$ cat src/rtl/flash_cmd_sequencer_if.sv
// CPU bus inputs and sequencer status outputs for the PRG flash
// command sequencer.
interface flash_cmd_sequencer_if;
    logic        romsel;
    logic        cpu_rw_in;
    logic [14:0] cpu_addr_in;
    logic [7:0]  cpu_data_in;
    logic        prg_write_enabled;
    logic        flash_we_allow;
    logic        flash_busy;
    logic        id_mode;
    logic        seq_error;
    logic [7:0]  last_cmd;
    logic [15:0] prog_count;

    modport master (
        output romsel,
        output cpu_rw_in,
        output cpu_addr_in,
        output cpu_data_in,
        output prg_write_enabled,
        input  flash_we_allow,
        input  flash_busy,
        input  id_mode,
        input  seq_error,
        input  last_cmd,
        input  prog_count
    );

    modport slave (
        input  romsel,
        input  cpu_rw_in,
        input  cpu_addr_in,
        input  cpu_data_in,
        input  prg_write_enabled,
        output flash_we_allow,
        output flash_busy,
        output id_mode,
        output seq_error,
        output last_cmd,
        output prog_count
    );
endinterface

$ cat src/rtl/flash_cmd_sequencer.sv
// JEDEC command tracker for PRG flash: unlock/command decoding,
// embedded program/erase busy timing and flash write gating.
module flash_cmd_sequencer #(
    parameter logic [14:0] CMD_ADDR1         = 15'h0AAA,
    parameter logic [14:0] CMD_ADDR2         = 15'h0555,
    parameter logic [14:0] ADDR_MASK         = 15'h0FFF,
    parameter logic [7:0]  GAP_CYCLES        = 8'd64,
    parameter logic [26:0] PROG_CYCLES       = 27'd40,
    parameter logic [26:0] ERASE_CYCLES      = 27'd1250000,
    parameter logic [26:0] CHIP_ERASE_CYCLES = 27'd72000000
) (
    input logic                  m2,
    input logic                  not_reset,
    flash_cmd_sequencer_if.slave bus
);

    typedef enum logic [3:0] {
        S_IDLE,
        S_U1,
        S_U2,
        S_PROG,
        S_E80,
        S_EU1,
        S_EU2,
        S_ID,
        S_BUSY
    } state_t;

    state_t      state_q;
    logic [26:0] busy_q;
    logic [26:0] busy_d;
    logic [7:0]  gap_q;
    logic [7:0]  gap_d;
    logic [7:0]  last_q;
    logic [15:0] cnt_q;
    logic [15:0] cnt_d;
    logic        err_q;

    logic        romw;
    logic        a1;
    logic        a2;
    logic        f0;
    logic        in_seq;
    logic [7:0]  d;

    assign d      = bus.cpu_data_in;
    assign romw   = ~bus.romsel & ~bus.cpu_rw_in;
    assign a1     = (bus.cpu_addr_in & ADDR_MASK) == CMD_ADDR1;
    assign a2     = (bus.cpu_addr_in & ADDR_MASK) == CMD_ADDR2;
    assign f0     = d == 8'hF0;
    assign in_seq = state_q inside {S_U1, S_U2, S_PROG,
                                    S_E80, S_EU1, S_EU2};

    assign busy_d = busy_q - 27'd1;
    assign gap_d  = gap_q + 8'd1;
    assign cnt_d  = (cnt_q == 16'hFFFF) ? cnt_q : cnt_q + 16'd1;

    // Broken sequences fall back to IDLE; F0 is a legal reset, not an error.
    always_ff @(negedge m2 or negedge not_reset) begin
        if (!not_reset) begin
            state_q <= S_IDLE;
            busy_q  <= '0;
            gap_q   <= '0;
            last_q  <= '0;
            cnt_q   <= '0;
            err_q   <= 1'b0;
        end else begin
            err_q <= 1'b0;
            if (state_q == S_BUSY) begin
                busy_q <= busy_d;
                if (busy_q <= 27'd1) state_q <= S_IDLE;
            end else if (!bus.prg_write_enabled) begin
                state_q <= S_IDLE;
                gap_q   <= '0;
            end else if (romw) begin
                gap_q <= '0;
                unique case (state_q)
                    S_IDLE: begin
                        if (a1 && d == 8'hAA) state_q <= S_U1;
                    end
                    S_U1: begin
                        if (a2 && d == 8'h55) begin
                            state_q <= S_U2;
                        end else begin
                            state_q <= S_IDLE;
                            err_q   <= ~f0;
                        end
                    end
                    S_U2: begin
                        if (a1 && d inside {8'hA0, 8'h80, 8'h90, 8'hF0}) begin
                            last_q <= d;
                            unique case (d)
                                8'hA0:   state_q <= S_PROG;
                                8'h80:   state_q <= S_E80;
                                8'h90:   state_q <= S_ID;
                                default: state_q <= S_IDLE;
                            endcase
                        end else begin
                            state_q <= S_IDLE;
                            err_q   <= ~f0;
                        end
                    end
                    S_PROG: begin
                        state_q <= S_BUSY;
                        busy_q  <= PROG_CYCLES;
                        cnt_q   <= cnt_d;
                    end
                    S_E80: begin
                        if (a1 && d == 8'hAA) begin
                            state_q <= S_EU1;
                        end else begin
                            state_q <= S_IDLE;
                            err_q   <= ~f0;
                        end
                    end
                    S_EU1: begin
                        if (a2 && d == 8'h55) begin
                            state_q <= S_EU2;
                        end else begin
                            state_q <= S_IDLE;
                            err_q   <= ~f0;
                        end
                    end
                    S_EU2: begin
                        if (d == 8'h30) begin
                            state_q <= S_BUSY;
                            busy_q  <= ERASE_CYCLES;
                            last_q  <= d;
                        end else if (a1 && d == 8'h10) begin
                            state_q <= S_BUSY;
                            busy_q  <= CHIP_ERASE_CYCLES;
                            last_q  <= d;
                        end else begin
                            state_q <= S_IDLE;
                            err_q   <= ~f0;
                        end
                    end
                    S_ID: begin
                        if (f0) state_q <= S_IDLE;
                    end
                    default: state_q <= S_IDLE;
                endcase
            end else if (in_seq) begin
                gap_q <= gap_d;
                if (gap_d == GAP_CYCLES) begin
                    state_q <= S_IDLE;
                    gap_q   <= '0;
                    err_q   <= 1'b1;
                end
            end
        end
    end

    assign bus.flash_busy     = state_q == S_BUSY;
    assign bus.id_mode        = state_q == S_ID;
    assign bus.seq_error      = err_q;
    assign bus.last_cmd       = last_q;
    assign bus.prog_count     = cnt_q;
    // Writes are also blocked while the sequencer itself is held in reset.
    assign bus.flash_we_allow = not_reset & bus.prg_write_enabled &
                                (state_q != S_BUSY);

endmodule

$ cat src/flat_wrapper.sv
// flat-port wrapper written by rule: the top's interface ports become plain ports
module flash_cmd_sequencer_flat 
#(
    parameter logic [14:0] CMD_ADDR1         = 15'h0AAA,
    parameter logic [14:0] CMD_ADDR2         = 15'h0555,
    parameter logic [14:0] ADDR_MASK         = 15'h0FFF,
    parameter logic [7:0]  GAP_CYCLES        = 8'd64,
    parameter logic [26:0] PROG_CYCLES       = 27'd40,
    parameter logic [26:0] ERASE_CYCLES      = 27'd1250000,
    parameter logic [26:0] CHIP_ERASE_CYCLES = 27'd72000000
)
  (m2, not_reset, bus_romsel, bus_cpu_rw_in, bus_cpu_addr_in, bus_cpu_data_in, bus_prg_write_enabled, bus_flash_we_allow, bus_flash_busy, bus_id_mode, bus_seq_error, bus_last_cmd, bus_prog_count);
  flash_cmd_sequencer_if bus_i ();
  input logic m2;
  input logic not_reset;
  input wire logic [$bits(bus_i.romsel)-1:0] bus_romsel;
  input wire logic [$bits(bus_i.cpu_rw_in)-1:0] bus_cpu_rw_in;
  input wire logic [$bits(bus_i.cpu_addr_in)-1:0] bus_cpu_addr_in;
  input wire logic [$bits(bus_i.cpu_data_in)-1:0] bus_cpu_data_in;
  input wire logic [$bits(bus_i.prg_write_enabled)-1:0] bus_prg_write_enabled;
  output wire logic [$bits(bus_i.flash_we_allow)-1:0] bus_flash_we_allow;
  output wire logic [$bits(bus_i.flash_busy)-1:0] bus_flash_busy;
  output wire logic [$bits(bus_i.id_mode)-1:0] bus_id_mode;
  output wire logic [$bits(bus_i.seq_error)-1:0] bus_seq_error;
  output wire logic [$bits(bus_i.last_cmd)-1:0] bus_last_cmd;
  output wire logic [$bits(bus_i.prog_count)-1:0] bus_prog_count;
  assign bus_i.romsel = bus_romsel;
  assign bus_i.cpu_rw_in = bus_cpu_rw_in;
  assign bus_i.cpu_addr_in = bus_cpu_addr_in;
  assign bus_i.cpu_data_in = bus_cpu_data_in;
  assign bus_i.prg_write_enabled = bus_prg_write_enabled;
  assign bus_flash_we_allow = bus_i.flash_we_allow;
  assign bus_flash_busy = bus_i.flash_busy;
  assign bus_id_mode = bus_i.id_mode;
  assign bus_seq_error = bus_i.seq_error;
  assign bus_last_cmd = bus_i.last_cmd;
  assign bus_prog_count = bus_i.prog_count;
  flash_cmd_sequencer #(.CMD_ADDR1(CMD_ADDR1), .CMD_ADDR2(CMD_ADDR2), .ADDR_MASK(ADDR_MASK), .GAP_CYCLES(GAP_CYCLES), .PROG_CYCLES(PROG_CYCLES), .ERASE_CYCLES(ERASE_CYCLES), .CHIP_ERASE_CYCLES(CHIP_ERASE_CYCLES)) u_core (.m2(m2), .not_reset(not_reset), .bus(bus_i));
endmodule
$ cat config.mk
export PLATFORM = sky130hd
export DESIGN_NAME = flash_cmd_sequencer_flat
export DESIGN_NICKNAME = d
export VERILOG_FILES = /design/src/rtl/flash_cmd_sequencer_if.sv /design/src/rtl/flash_cmd_sequencer.sv /design/src/flat_wrapper.sv
export SDC_FILE = /design/constraint.sdc
export NUM_CORES = 1
export LEC_CHECK = 0
export ABC_AREA = 1
export CORE_ASPECT_RATIO = 1.25
export CORE_MARGIN = 2
export CORE_UTILIZATION = 56
export CTS_CLUSTER_SIZE = 20
export DETAILED_ROUTE_END_ITERATION = 10
export PLACE_DENSITY = 0.8
export SYNTH_ARGS = -nofsm -noshare
export SYNTH_HDL_FRONTEND = slang
export SYNTH_SLANG_ARGS = --single-unit
$ cat constraint.sdc
create_clock -name m2 -period 1.8 [get_ports m2]
set_input_delay 0.36 -clock m2 [delete_from_list [all_inputs] [get_ports m2]]
set_output_delay 0.36 -clock m2 [all_outputs]
set_load 0.02 [all_outputs]
==> impl_metrics.json, run 1 <==
{
  "outcome": "did not finish",
  "haltStage": "global routing (5_1_grt)",
  "stop_error": "[ERROR DPL-0038] Utilization greater than 100%, impossible to legalize",
  "grt_repair_worst_endpoint": "bus_flash_we_allow",
  "synth_warnings": 0,
  "syn_nets": 674,
  "muxShareOfSynthArea_pct": 0,
  "synth_compound_gate_area_share_pct": 9.46,
  "detailedPlacementHpwl_mm": 9.19,
  "floorplan.initialDensity_pct": 58.2,
  "core.rowCount": 35,
  "htree_num_levels": 3,
  "clock_path_buffers": 2,
  "synth_adder_area_share_pct": 1.16,
  "synth-simple-area-share_pct": 37.4,
  "placed_cells": 872,
  "cts_hold_buf": 0,
  "synth.ff_latch_count": 64,
  "dieHeight_um": 102,
  "syn-mean-instance-area_um2": 6.71,
  "combinational_family_with_the_most_area_after_synthesis": "simple AND/OR/NAND/NOR gates",
  "cts.root.buffer_cell": "sky130_fd_sc_hd__clkbuf_8",
  "grt_start_max_net_pins": 48,
  "tritoncts.num_buffers": 9,
  "die_width_um": 82.5,
  "worst-ep-kind": "output port",
  "synth.distinct_cells": 35,
  "syn-cell-area_um2": 4310,
  "buffer_ports.inserted": 52,
  "synthesis.instances": 642,
  "post_synth_xor_area_fraction_pct": 4.47,
  "numClockSinks": 64,
  "final_weighted_congestion_of_routability_driven_global_placement": 0.956,
  "io-pin-count": 56,
  "yosysSeqAreaShare_pct": 37.2
}
## kinds of logic after synthesis
family / Yosys count
and+or+nand+nor: 372
xor gates and xnor gates: 22
AOI/OAI and AO/OA: 72
adders and majority gates: 4
DFF: 64
buffers and inverters: 108
## through the flow
step                      hold slack (ns)  setup WS, ns  TNS (ns)  instance area [µm²]
after floorplan                     0.424        -0.616    -34.56                 4410
after global placement              0.433         -1.21    -83.91                 5700
after detailed placement            0.438         -1.36    -88.18                 5700
after CTS                           0.465        -0.753    -36.05                 6700
## repair_timing
| item | CTS |
|---|---|
| pin swaps | 57 |
| setup endpoints to repair | 92 |
| gates resized for setup | 420 |
| cloned | 4 |
| setup buffers | 29 |
## cells in the mapped netlist (all sizes together)
master	instances	area, µm²
nor4	4	31.3
o21a	1	7.51
dfrtn	64	1600
nor2	105	430
a21oi	15	78.8
inv	100	383
ha	4	50.1
nor3	17	85.1
buf	7	60.1
nand4	13	81.3
xnor2	4	35.0
o22ai	6	37.5
nand2	179	687
xor2	18	158
nand3	49	260
a31oi	1	6.26
o21ai	42	225
clkbuf	1	3.75
or2	1	6.26
a22oi	7	52.6
nand3b	4	30.0
==> run 2: changes to the inputs <==
CORE_ASPECT_RATIO = unset   (was 1.25)
CORE_UTILIZATION = 40   (was 56)
CTS_CLUSTER_SIZE = unset   (was 20)
PLACE_DENSITY = unset   (was 0.8)
PLACE_DENSITY_LB_ADDON = 0.15   (was unset)
==> run 2 against run 1 <==
  * The flow now finishes, with violations (setup timing)
  * Synthesized area is the same
  * Synthesized cell count unchanged
==> impl_metrics.json, run 2 <==
{
  "outcome": "finished with violations",
  "violations": "setup timing",
  "postSynth.asyncResetShare_pct": 100,
  "grt_overflow": 0,
  "crit_path_end_kind": "output port",
  "buffer_ports.inserted": 52,
  "hold_path_startpoint": "u_core.bus.last_cmd[6]",
  "nNetsFinal": 881,
  "hold-path-endpoint": "u_core.bus.last_cmd[6]",
  "syn_nets": 674,
  "antenna_violations_before_repair": 0,
  "route.final.wire_length_mm": 13.3,
  "synth.most_common_cell": "sky130_fd_sc_hd__nand2_1",
  "regToRegSetupSlack_ns": -0.29,
  "worst_setup_path_start_kind": "register",
  "synth_warnings": 0,
  "detailedPlacementHpwl_mm": 9.12,
  "yosysSeqAreaShare_pct": 37.2,
  "drt-wirelength-per-cell_um": 13.4,
  "insertion_delay_ns": 0.34,
  "wire_length_of_the_first_global_routing_pass_mm": 21.7,
  "core_area_um2": 10400,
  "final_cell_area_um2": 7170,
  "antenna_cells": 0,
  "syn-cell-area_um2": 4310,
  "postLayoutSetupSlackWorst_ns": -0.799,
  "final.setup.tns_ns": -33.42,
  "drt-vias-per-instance": 4.94,
  "clock_path_buffers": 2,
  "power_total_uw": 3110,
  "unrepaired_setup_endpoints_after_global_routing": "true",
  "count_of_max_cap_constraint_violations": 0,
  "die-area_um2": 11600,
  "largest-register": "u_core.busy_q",
  "floorplan.initialDensity_pct": 41.4,
  "critPathKind": "reg2out",
  "die_width_um": 108,
  "post-route-drc-count": 0,
  "final_weighted_congestion_of_routability_driven_global_placement": 0.906,
  "power_leakage_uw": 0.00345,
  "timing.critical_path.fanout_max": 4,
  "antenna_left": 0,
  "htree_num_levels": 3,
  "largest_reg_flops": 27,
  "synthesis.instances": 642,
  "dieHeight_um": 108,
  "synth.distinct_cells": 35,
  "max_slew_violation_total_from_the_final_report": 0,
  "numClockSinks": 64,
  "tritoncts.num_buffers": 9,
  "worst_r2r_startpoint": "u_core.state_q[1]",
  "syn-mean-instance-area_um2": 6.71,
  "ys_dominant_reg_cell": "sky130_fd_sc_hd__dfrtn_1",
  "core.rowCount": 37,
  "layout.cells.most_common": "sky130_fd_sc_hd__nand2_1",
  "ratio_of_cells_with_drive_above_1_in_the_final_layout_pct": 45.9,
  "grt_start_max_net_pins": 29,
  "first_drt_pass_iteration_count": 4,
  "synth_largest_area_cell": "sky130_fd_sc_hd__dfrtn_1",
  "synth_edf_count": 0,
  "report.final.hold_viol_count": 0,
  "cts_hold_buf": 0,
  "p_per_area_nw_per_um2": 433,
  "dr_total_vias": 4881,
  "place_area_um2": 5850,
  "clock-skew-final_ns": 0.0111,
  "worst_slew_margin_rel_pct": 65.9,
  "worst_hold_path_type": "reg2reg",
  "clk_pin_slew_ns": 0.05,
  "io-pin-count": 56,
  "netlist_top_cells_count": "sky130_fd_sc_hd__nand2_1 (175), sky130_fd_sc_hd__nor2_1 (100), sky130_fd_sc_hd__inv_1 (90)",
  "placement.setup.worst_slack_ns": -1.36,
  "critical_path_arrival_ns": 2.24,
  "tightestPinTransition_ns": 0.508,
  "via_count_of_the_first_global_routing_pass": 4888,
  "synth_top_cells_by_area": "sky130_fd_sc_hd__dfrtn_1 (37%), sky130_fd_sc_hd__nand2_1 (15%), sky130_fd_sc_hd__nor2_1 (8.7%)",
  "synth.ff_latch_count": 64,
  "cts.root.buffer_cell": "sky130_fd_sc_hd__clkbuf_8",
  "tritoncts": "built",
  "initialDrtViolationCount": 196,
  "r2r.worst_path.cells": 14,
  "peakVddDrop_mv": 0.358,
  "area_growth_syn_to_layout_pct": 66.4,
  "worst_r2r_endpoint": "u_core.busy_q[6]",
  "synth_largest_type_area_fraction_pct": 37.2,
  "finalSetupViolations": 92,
  "min_path_cells": 2,
  "cp.required_ns": 1.44,
  "layout_common_cells": "sky130_fd_sc_hd__nand2_1 (127), sky130_fd_sc_hd__buf_4 (125), sky130_fd_sc_hd__nor2_1 (71), sky130_fd_sc_hd__inv_1 (68), sky130_fd_sc_hd__dfrtn_1 (64)",
  "grtUsageTotal_pct": 23.6
}
## run 2: cell counts after synthesis
No cell type changed its count.
## run 2: metal layers
metal,GRT usage (%),wire length (µm),vias to the layer above
met2,41.3,6900,86
met5,0,0,-
met4,8.79,227,0
li1,-,-,2461
met3,4.24,420,19
met1,28.9,5730,2315
## run 2: critical path, cell delays in order, from the launching register on
cell                      delay, ns
sky130_fd_sc_hd__dfrtn_1       0.36
sky130_fd_sc_hd__inv_2         0.09
sky130_fd_sc_hd__nand2_4       0.06
sky130_fd_sc_hd__nor2_4        0.11
sky130_fd_sc_hd__inv_4         0.06
sky130_fd_sc_hd__nor2_8        0.14
sky130_fd_sc_hd__nor2_4        0.05
sky130_fd_sc_hd__buf_6         0.13
## run 2: per-stage QoR
| step | hold slack, ns | util [%] | std cells |
|---|---|---|---|
| floorplan | 0.424 | - | 642 |
| global placement | 0.430 | 56.1 | 925 |
| detailed placement | 0.438 | 56.1 | 925 |
| CTS | 0.456 | 65.1 | 977 |
| global route | 0.474 | 68.9 | 988 |
| finish | 0.459 | 68.9 | 988 |
## run 2: where the power goes
group	internal, µW	total (µW)	switching, µW	leakage (µW)
Clock	697	1270	575	0.0000973
Sequential	1450	1450	2.84	0.000716
Combinational	185	383	198	0.00263
## run 2: cells by family after synthesis
family | Yosys count | synth area share, %
and+or+nand+nor | 372 | 37.4
buffers and inverters | 108 | 10.4
AOI/OAI and AO/OA | 72 | 9.46
DFF | 64 | 37.2
xor gates and xnor gates | 22 | 4.47
adders and majority gates | 4 | 1.16
## run 2: timing repair
| action | 4_1_cts | 5_1_grt |
|---|---|---|
| endpoints found under the setup margin | 92 | 92 |
| pin swaps | 65 | 57 |
| setup buffers | 39 | 19 |
| gates resized for setup | 404 | 92 |
| cloned | 2 | 0 |
## run 2: final cells by class
type                    count  area [µm²]
clock inverters             3        42.5
multi-input cells         470        2940
repair inverters            1        16.3
well taps                 136         170
flip-flops and latches     64        1600
fillers                   831        3240
clock buffers              11         151
inverters                 100         420
repair buffers            203        1830
## run 2: how the worst max path moves through the flow
stage / start / end / slack, ns / cells after the start
after floorplan: bus_cpu_rw_in / u_core.bus.prog_count[11] / -0.62 / 9
after global placement: bus_cpu_data_in[4] / u_core.busy_q[24] / -1.30 / 10
after detailed placement: bus_cpu_data_in[5] / u_core.busy_q[26] / -1.36 / 9
after CTS: u_core.state_q[0] / bus_flash_we_allow / -0.84 / 7
after global routing: u_core.state_q[0] / bus_flash_we_allow / -0.85 / 7
final: u_core.state_q[1] / bus_flash_we_allow / -0.80 / 7
(Power assumes the default switching activity.)
